File: config.mk
export PLATFORM = sky130hd
export DESIGN_NAME = keypad_scanner
export DESIGN_NICKNAME = d
export VERILOG_FILES = /design/src/rtl/calc_pkg.sv /design/src/rtl/kp_sync.sv /design/src/rtl/keypad_scanner.sv
export SDC_FILE = /design/constraint.sdc
export NUM_CORES = 1
export LEC_CHECK = 0
export CORE_MARGIN = 2
export CORE_UTILIZATION = 30
export CTS_BUF_LIST = sky130_fd_sc_hd__clkbuf_16
export DETAILED_ROUTE_END_ITERATION = 8
export SYNTH_ARGS = -nofsm -noshare
export SYNTH_HDL_FRONTEND = slang
export SYNTH_HIERARCHICAL = 1
export SYNTH_SLANG_ARGS = --single-unit
export TNS_END_PERCENT = 1
File: constraint.sdc
create_clock -name clk -period 2.6 [get_ports clk]
set_clock_uncertainty 0.1 [all_clocks]
set_input_delay 0.52 -clock clk [delete_from_list [all_inputs] [get_ports clk]]
set_output_delay 0.52 -clock clk [all_outputs]
set_load 0.05 [all_outputs]
File: src/rtl/calc_pkg.sv
// Definitions shared by the keypad scanner and the calculator sequencing logic:
// operator codes, scanner states and the physical key map.
package calc_pkg;

   typedef enum logic [1:0] {
      ADD = 2'b00,
      SUB = 2'b01,
      MUL = 2'b10,
      DIV = 2'b11
   } op_e;

   typedef enum logic [1:0] {
      SCAN,
      DEBOUNCE,
      EMIT,
      RELEASE
   } kp_state_e;

   // Key codes: 0-9 digits, 10-13 operators A-D, 14 '*', 15 '#'; indexed [row][col].
   localparam logic [3:0] KEY_OP_BASE = 4'd10;
   localparam logic [3:0] KEY_STAR    = 4'd14;
   localparam logic [3:0] KEY_HASH    = 4'd15;
   localparam logic [3:0][3:0][3:0] KEY_MAP = 64'hDF0E_C987_B654_A321;

   // Operator keys A-D are consecutive codes, so the op code is the offset from A.
   function automatic op_e key_to_op(input logic [3:0] code);
      return op_e'(code[1:0] - KEY_OP_BASE[1:0]);
   endfunction

endpackage

File: src/rtl/kp_sync.sv
// Two-flop synchronizer for asynchronous inputs; resets to all-ones so that
// idle pulled-up lines read as inactive.
module kp_sync #(
   parameter int WIDTH = 4
) (
   input  logic             clk,
   input  logic             rst,
   input  logic [WIDTH-1:0] d,
   output logic [WIDTH-1:0] q
);

   logic [WIDTH-1:0] meta;

   always_ff @(posedge clk or negedge rst) begin
      if (!rst) begin
         meta <= '1;
         q    <= '1;
      end else begin
         meta <= d;
         q    <= meta;
      end
   end

endmodule

File: src/rtl/keypad_scanner.sv
// 4x4 keypad scanner: walks the columns, debounces press and release, and emits
// a single classified pulse per physical key press.
module keypad_scanner
   import calc_pkg::*;
#(
   parameter int SCAN_DIV     = 1000,
   parameter int DEBOUNCE_CNT = 20000
) (
   input  logic       clk,
   input  logic       rst,
   input  logic [3:0] row_in,
   output logic [3:0] col_out,
   output logic       is_num,
   output logic       is_op,
   output logic       is_eq,
   output logic       is_clr,
   output logic [3:0] num_val,
   output logic [1:0] op_val
);

   localparam int SCAN_W = $clog2(SCAN_DIV) + 1;
   localparam int DEB_W  = $clog2(DEBOUNCE_CNT) + 1;
   localparam logic [SCAN_W-1:0] SCAN_LAST = SCAN_W'(SCAN_DIV - 1);
   localparam logic [DEB_W-1:0]  DEB_LAST  = DEB_W'(DEBOUNCE_CNT - 1);

   kp_state_e         state, state_next;
   logic [1:0]        col_idx, col_next;
   logic [1:0]        key_row, key_row_next;
   logic [SCAN_W-1:0] scan_cnt, scan_next;
   logic [DEB_W-1:0]  deb_cnt, deb_next;
   logic [3:0]        row_sync;
   logic [1:0]        low_row;
   logic              any_low;
   logic [3:0]        key_code;

   kp_sync #(.WIDTH(4)) u_sync (
      .clk (clk),
      .rst (rst),
      .d   (row_in),
      .q   (row_sync)
   );

   assign col_out  = ~(4'b0001 << col_idx);
   assign any_low  = ~&row_sync;
   assign key_code = KEY_MAP[key_row][col_idx];

   // Lowest row index wins when several rows in the driven column read low.
   always_comb begin
      low_row = 2'd3;
      if (!row_sync[0])      low_row = 2'd0;
      else if (!row_sync[1]) low_row = 2'd1;
      else if (!row_sync[2]) low_row = 2'd2;
   end

   always_ff @(posedge clk or negedge rst) begin
      if (!rst) begin
         state    <= SCAN;
         col_idx  <= 2'd0;
         key_row  <= 2'd0;
         scan_cnt <= '0;
         deb_cnt  <= '0;
      end else begin
         state    <= state_next;
         col_idx  <= col_next;
         key_row  <= key_row_next;
         scan_cnt <= scan_next;
         deb_cnt  <= deb_next;
      end
   end

   // Counters compare with >= against their last value, so they can never run
   // past their terminal count or wrap.
   always_comb begin
      state_next   = state;
      col_next     = col_idx;
      key_row_next = key_row;
      scan_next    = scan_cnt;
      deb_next     = deb_cnt;
      unique case (state)
         SCAN: begin
            if (scan_cnt >= SCAN_LAST) begin
               scan_next = '0;
               if (any_low) begin
                  key_row_next = low_row;
                  deb_next     = '0;
                  state_next   = DEBOUNCE;
               end else begin
                  col_next = col_idx + 2'd1;
               end
            end else begin
               scan_next = scan_cnt + SCAN_W'(1);
            end
         end
         DEBOUNCE: begin
            if (row_sync[key_row]) begin
               deb_next   = '0;
               scan_next  = '0;
               col_next   = col_idx + 2'd1;
               state_next = SCAN;
            end else if (deb_cnt >= DEB_LAST) begin
               deb_next   = '0;
               state_next = EMIT;
            end else begin
               deb_next = deb_cnt + DEB_W'(1);
            end
         end
         EMIT: begin
            deb_next   = '0;
            state_next = RELEASE;
         end
         RELEASE: begin
            if (any_low) begin
               deb_next = '0;
            end else if (deb_cnt >= DEB_LAST) begin
               deb_next   = '0;
               scan_next  = '0;
               col_next   = col_idx + 2'd1;
               state_next = SCAN;
            end else begin
               deb_next = deb_cnt + DEB_W'(1);
            end
         end
         default: state_next = SCAN;
      endcase
   end

   always_comb begin
      is_num  = 1'b0;
      is_op   = 1'b0;
      is_eq   = 1'b0;
      is_clr  = 1'b0;
      num_val = 4'd0;
      op_val  = 2'd0;
      if (state == EMIT) begin
         if (key_code <= 4'd9) begin
            is_num  = 1'b1;
            num_val = key_code;
         end else if (key_code == KEY_STAR) begin
            is_clr = 1'b1;
         end else if (key_code == KEY_HASH) begin
            is_eq = 1'b1;
         end else begin
            is_op  = 1'b1;
            op_val = key_to_op(key_code);
         end
      end
   end

endmodule

==> impl_table.tex <==
\begin{tabular}{lr}
\hline
Metric & Value \\
\hline
\multicolumn{2}{l}{\textbf{Global routing}} \\
\quad Global-route usage over all layers & 0.116 \\
\quad Largest net degree at the start of global routing & 42 \\
\quad Global-route wire length before repair & 8010 microns \\
\quad GR Overflow Total & 0 \\
\quad Vias in the first global route & 1776 \\
\quad Number of antenna violations at the first check in global routing & 0 \\
\multicolumn{2}{l}{\textbf{Synth}} \\
\quad Post-Syn Nets & 258 \\
\quad Primary FF master, synth & sky130\_fd\_sc\_hd\_\_dfrtp\_1 \\
\quad Post-synth cell types & 45 \\
\quad Most common cell in the netlist & sky130\_fd\_sc\_hd\_\_nand2\_1 \\
\quad Area share of the largest cell type after synthesis & 0.365 \\
\quad Synthesis Warnings & 6 \\
\quad Average instance area after synthesis & 9.19 sq um \\
\quad Number of enable-type register cells in the synthesized netlist & 0 \\
\quad Post-synthesis instance area & 0.00226 sq mm \\
\quad Fraction of the yosys area taken by sequential cells & 0.458 \\
\quad Largest area contributor in the synthesized netlist & sky130\_fd\_sc\_hd\_\_dfrtp\_1 \\
\quad Cell types occupying the most area after synthesis & sky130\_fd\_sc\_hd\_\_dfrtp\_1 37\%, sky130\_fd\_sc\_hd\_\_dfstp\_2 9.3\%, sky130\_fd\_sc\_hd\_\_nand2\_1 5.6\%, sky130\_fd\_sc\_hd\_\_a31oi\_1 4.7\%, sky130\_fd\_sc\_hd\_\_a21oi\_1 3.3\% \\
\quad Synthesized netlist cell count & 246 \\
\quad Flip-flop and latch count after synthesis & 41 \\
\quad Post-synth ARST share & 1.00 \\
\quad Leading post-synthesis cells by instance count & 34 x sky130\_fd\_sc\_hd\_\_nand2\_1, 33 x sky130\_fd\_sc\_hd\_\_dfrtp\_1, 17 x sky130\_fd\_sc\_hd\_\_a31oi\_1, 17 x sky130\_fd\_sc\_hd\_\_nor2\_1, 15 x sky130\_fd\_sc\_hd\_\_a21oi\_1 \\
\multicolumn{2}{l}{\textbf{Timing}} \\
\quad Setup repair after global routing missed its margin & no \\
\quad Tcrit/Tclk final & 0.961 \\
\quad Setup total negative slack & 0 ns \\
\quad Slew HR & 0.399 \\
\quad Worst hold-check slack & 0.254 ns \\
\quad Setup-failing EPs final & 0 \\
\quad Slew at the pin closest to its max-slew limit & 0.902 ns \\
\quad Final hold violation count & 0 \\
\quad Final Max Tran Viols & 0 \\
\quad Final min period & 2.50 ns \\
\quad Max Freq & 400 MHz \\
\multicolumn{2}{l}{\textbf{Setup path}} \\
\quad R2R depth & 6 \\
\quad Critical path, cell by cell & ha\_1 > inv\_1 > clkdlybuf4s50\_1 \\
\quad Startpoint of the worst-slack reg-to-reg timing path & key\_row[1] \\
\quad Worst-path maximum fanout & 10 \\
\quad Crit path DAT & 1.88 ns \\
\quad Category of the worst setup path launch point & flop \\
\quad Worst Path Class, Setup & flop to output port \\
\quad Worst path max stage delay & 0.80 ns \\
\quad End of the worst register-to-register path & deb\_cnt[4] \\
\quad Worst-path cell with the longest stage delay & sky130\_fd\_sc\_hd\_\_clkdlybuf4s50\_1 \\
\quad Crit end category & output port \\
\quad Timing startpoint of the critical path & col\_idx[1] \\
\quad Required time of the critical path & 1.98 ns \\
\quad Last element of the critical path & col\_out[3] \\
\quad Reg2reg setup slack & 0.29 ns \\
\multicolumn{2}{l}{\textbf{Clock tree}} \\
\quad Clk slew on worst S/H paths & 0.06 ns \\
\quad Library cell used as clock root buffer & sky130\_fd\_sc\_hd\_\_clkbuf\_16 \\
\quad \# resized after CTS & 0 \\
\quad Clock tree from TritonCTS & yes \\
\quad Clk\_lat worst skew & 0.28 ns \\
\quad H-tree depth reported by CTS & 2 \\
\quad Bufs on Longest Clock Path & 2 \\
\quad Post-cts hold buffer count & 0 \\
\quad TritonCTS Buffers & 5 \\
\quad Number of buffers added for setup after CTS & 0 \\
\quad Clock net sink count & 41 \\
\multicolumn{2}{l}{\textbf{Final layout}} \\
\quad Area grow syn2layout & 17.3\% \\
\quad Fraction of final layout cells sized beyond drive strength 1 & 0.164 \\
\quad Ant diodes & 0 \\
\quad Non-filler cells, final & 367 \\
\quad Post-layout net count & 279 \\
\multicolumn{2}{l}{\textbf{Pwr}} \\
\quad Switching share of power & 0.204 \\
\quad Peak supply drop & 263 uV \\
\quad Internal Pwr Total & 1.01 mW \\
\quad Comb power frac & 0.017 \\
\quad PD cells & 476 mW/mm\^{}2 \\
\quad Share of total power in the clock network & 0.466 \\
\quad Switching Power & 257 uW \\
\quad Power consumption & 1.26 mW \\
\quad Portion of total power attributed to sequential cells & 0.517 \\
\quad Leakage dissipation & 1.10 nW \\
\multicolumn{2}{l}{\textbf{Detailed routing}} \\
\quad Total number of vias & 1849 \\
\quad First DRT Iteration DRCs & 123 \\
\quad Final routed wirelength across all metal layers & 4610 microns \\
\quad Per-cell via count in the routed design & 5.04 \\
\quad Per-cell routed wire length & 12.6 microns \\
\quad Drt drc & 0 \\
\quad Antenna Nets Post-Route & 0 \\
\quad Count of TritonRoute iterations in the first routing pass & 4 \\
\multicolumn{2}{l}{\textbf{Die}} \\
\quad Count of boundary I/O pins & 20 \\
\quad Overall die area & 0.00825 sq mm \\
\quad Overall die height & 90.8 microns \\
\quad Initial Util & 0.310 \\
\quad Horizontal die dimension & 90.8 microns \\
\quad Placeable core region & 0.00729 sq mm \\
\quad Row Count & 31 \\
\multicolumn{2}{l}{\textbf{Worst hold path}} \\
\quad Class of the worst hold path & flop to flop \\
\multicolumn{2}{l}{\textbf{Placement}} \\
\quad Routability Congestion & 0.834 \\
\quad Placed insts & 359 \\
\quad IO buf count & 19 \\
\quad Detailed Place HPWL & 3190 microns \\
\multicolumn{2}{l}{\textbf{Status}} \\
\quad Run status & finished clean \\
\multicolumn{2}{l}{\textbf{Run}} \\
\quad MaxCap Viol Count & 0 \\
\hline
\end{tabular}
-- placed cells by master (no fill, tap or decap), types with 2 or more instances in the layout --
cell | Yosys | layout
sky130_fd_sc_hd__a211oi_1 | 2 | 2
sky130_fd_sc_hd__a21boi_0 | 2 | 2
sky130_fd_sc_hd__a21o_1 | 2 | 2
sky130_fd_sc_hd__a21oi_1 | 15 | 15
sky130_fd_sc_hd__a31oi_1 | 17 | 17
sky130_fd_sc_hd__a41oi_1 | 2 | 2
sky130_fd_sc_hd__and2_1 | 2 | 2
sky130_fd_sc_hd__and3_1 | 10 | 10
sky130_fd_sc_hd__and4_1 | 2 | 2
sky130_fd_sc_hd__buf_4 | 2 | 18
sky130_fd_sc_hd__clkbuf_16 | 0 | 5
sky130_fd_sc_hd__clkdlybuf4s50_1 | 0 | 5
sky130_fd_sc_hd__clkinv_2 | 0 | 2
sky130_fd_sc_hd__dfrtp_1 | 33 | 33
sky130_fd_sc_hd__dfstp_2 | 8 | 8
sky130_fd_sc_hd__ha_1 | 6 | 6
sky130_fd_sc_hd__inv_1 | 14 | 15
sky130_fd_sc_hd__mux2_2 | 2 | 2
sky130_fd_sc_hd__mux2i_1 | 4 | 4
sky130_fd_sc_hd__nand2_1 | 34 | 34
sky130_fd_sc_hd__nand2b_1 | 2 | 2
sky130_fd_sc_hd__nand3_1 | 11 | 11
sky130_fd_sc_hd__nand3b_1 | 3 | 3
sky130_fd_sc_hd__nand4_1 | 2 | 2
sky130_fd_sc_hd__nor2_1 | 17 | 17
sky130_fd_sc_hd__nor3_1 | 8 | 8
sky130_fd_sc_hd__nor4_1 | 5 | 4
sky130_fd_sc_hd__o21ai_0 | 13 | 13
sky130_fd_sc_hd__o22ai_1 | 2 | 2
sky130_fd_sc_hd__xnor2_1 | 2 | 2
-- sequential cells by signal, indices dropped and copies added, names as in the netlist, named ones only --
signal       cells
key_row          2
deb_cnt         16
state            1
u_sync/q         4
u_sync/meta      4
col_idx          2
scan_cnt        11
-- layer usage --
metal | wire [microns] | part of all wire | track usage
met2 | 2120 | 0.46 | 0.194
met1 | 2210 | 0.48 | 0.151
met3 | 214 | 0.046 | 0.0217
met4 | 71 | 0.015 | 0.0417
met5 | 0 | 0 | 0
-- metrics by stage --
step,utilization,instance area [sq um],setup slack (ns)
6_report,0.364,2650,0.102
5_1_grt,0.364,2650,0.0287
4_1_cts,0.364,2650,0.0806
3_5_place_dp,0.345,2510,0.310
3_3_place_gp,0.345,2510,0.399
2_1_floorplan,-,2270,0.0303
-- worst min path at each step --
| stage | from | to | slack [ns] | cells after the start |
|---|---|---|---|---|
| after floorplan | rst | asynchronous set/reset pin | 0.12 | 0 |
| after global placement | u_sync/meta[3] | u_sync/q[3] | 0.25 | 0 |
| after detailed placement | u_sync/meta[0] | u_sync/q[0] | 0.25 | 0 |
| after CTS | u_sync/meta[0] | u_sync/q[0] | 0.26 | 0 |
| after global routing | u_sync/meta[1] | u_sync/q[1] | 0.26 | 0 |
| final | u_sync/meta[0] | u_sync/q[0] | 0.25 | 0 |
-- power groups by stage --
stage / combinational (mW) / sequential [mW] / clock [mW]
4_1_cts: 0.0233 / 0.653 / 0.604
6_report: 0.0217 / 0.653 / 0.588
3_3_place_gp: 0.0229 / 0.664 / 0
3_5_place_dp: 0.0234 / 0.664 / 0
5_1_grt: 0.0258 / 0.653 / 0.626
2_1_floorplan: 0.00359 / 0.663 / 0
-- cell type report --
cell class,count,area [sq um]
clock buffer,5,125
clock inverter,3,13.8
fill,764,4640
inverter,14,52.6
multi-input combinational,180,1090
sequential,41,1040
tap,99,124
timing repair buffer,25,210
-- critical path: cells and delay by family, from the launching register on --
family | cells | cell delay, ns
buffers and inverters | 2 | 0.87
flip-flops | 1 | 0.49
adder cells (fa/ha/maj) | 1 | 0.23
-- logic make-up after synthesis --
kind of cell | after synthesis | synth area share
and+or+nand+nor | 100 | 0.217
AOI/OAI and AO/OA | 65 | 0.184
DFF | 41 | 0.458
buffers and inverters | 25 | 0.0620
muxes | 7 | 0.0376
adders and majority gates | 6 | 0.0332
xor gates and xnor gates | 2 | 0.00775
(Power assumes the default switching activity.)
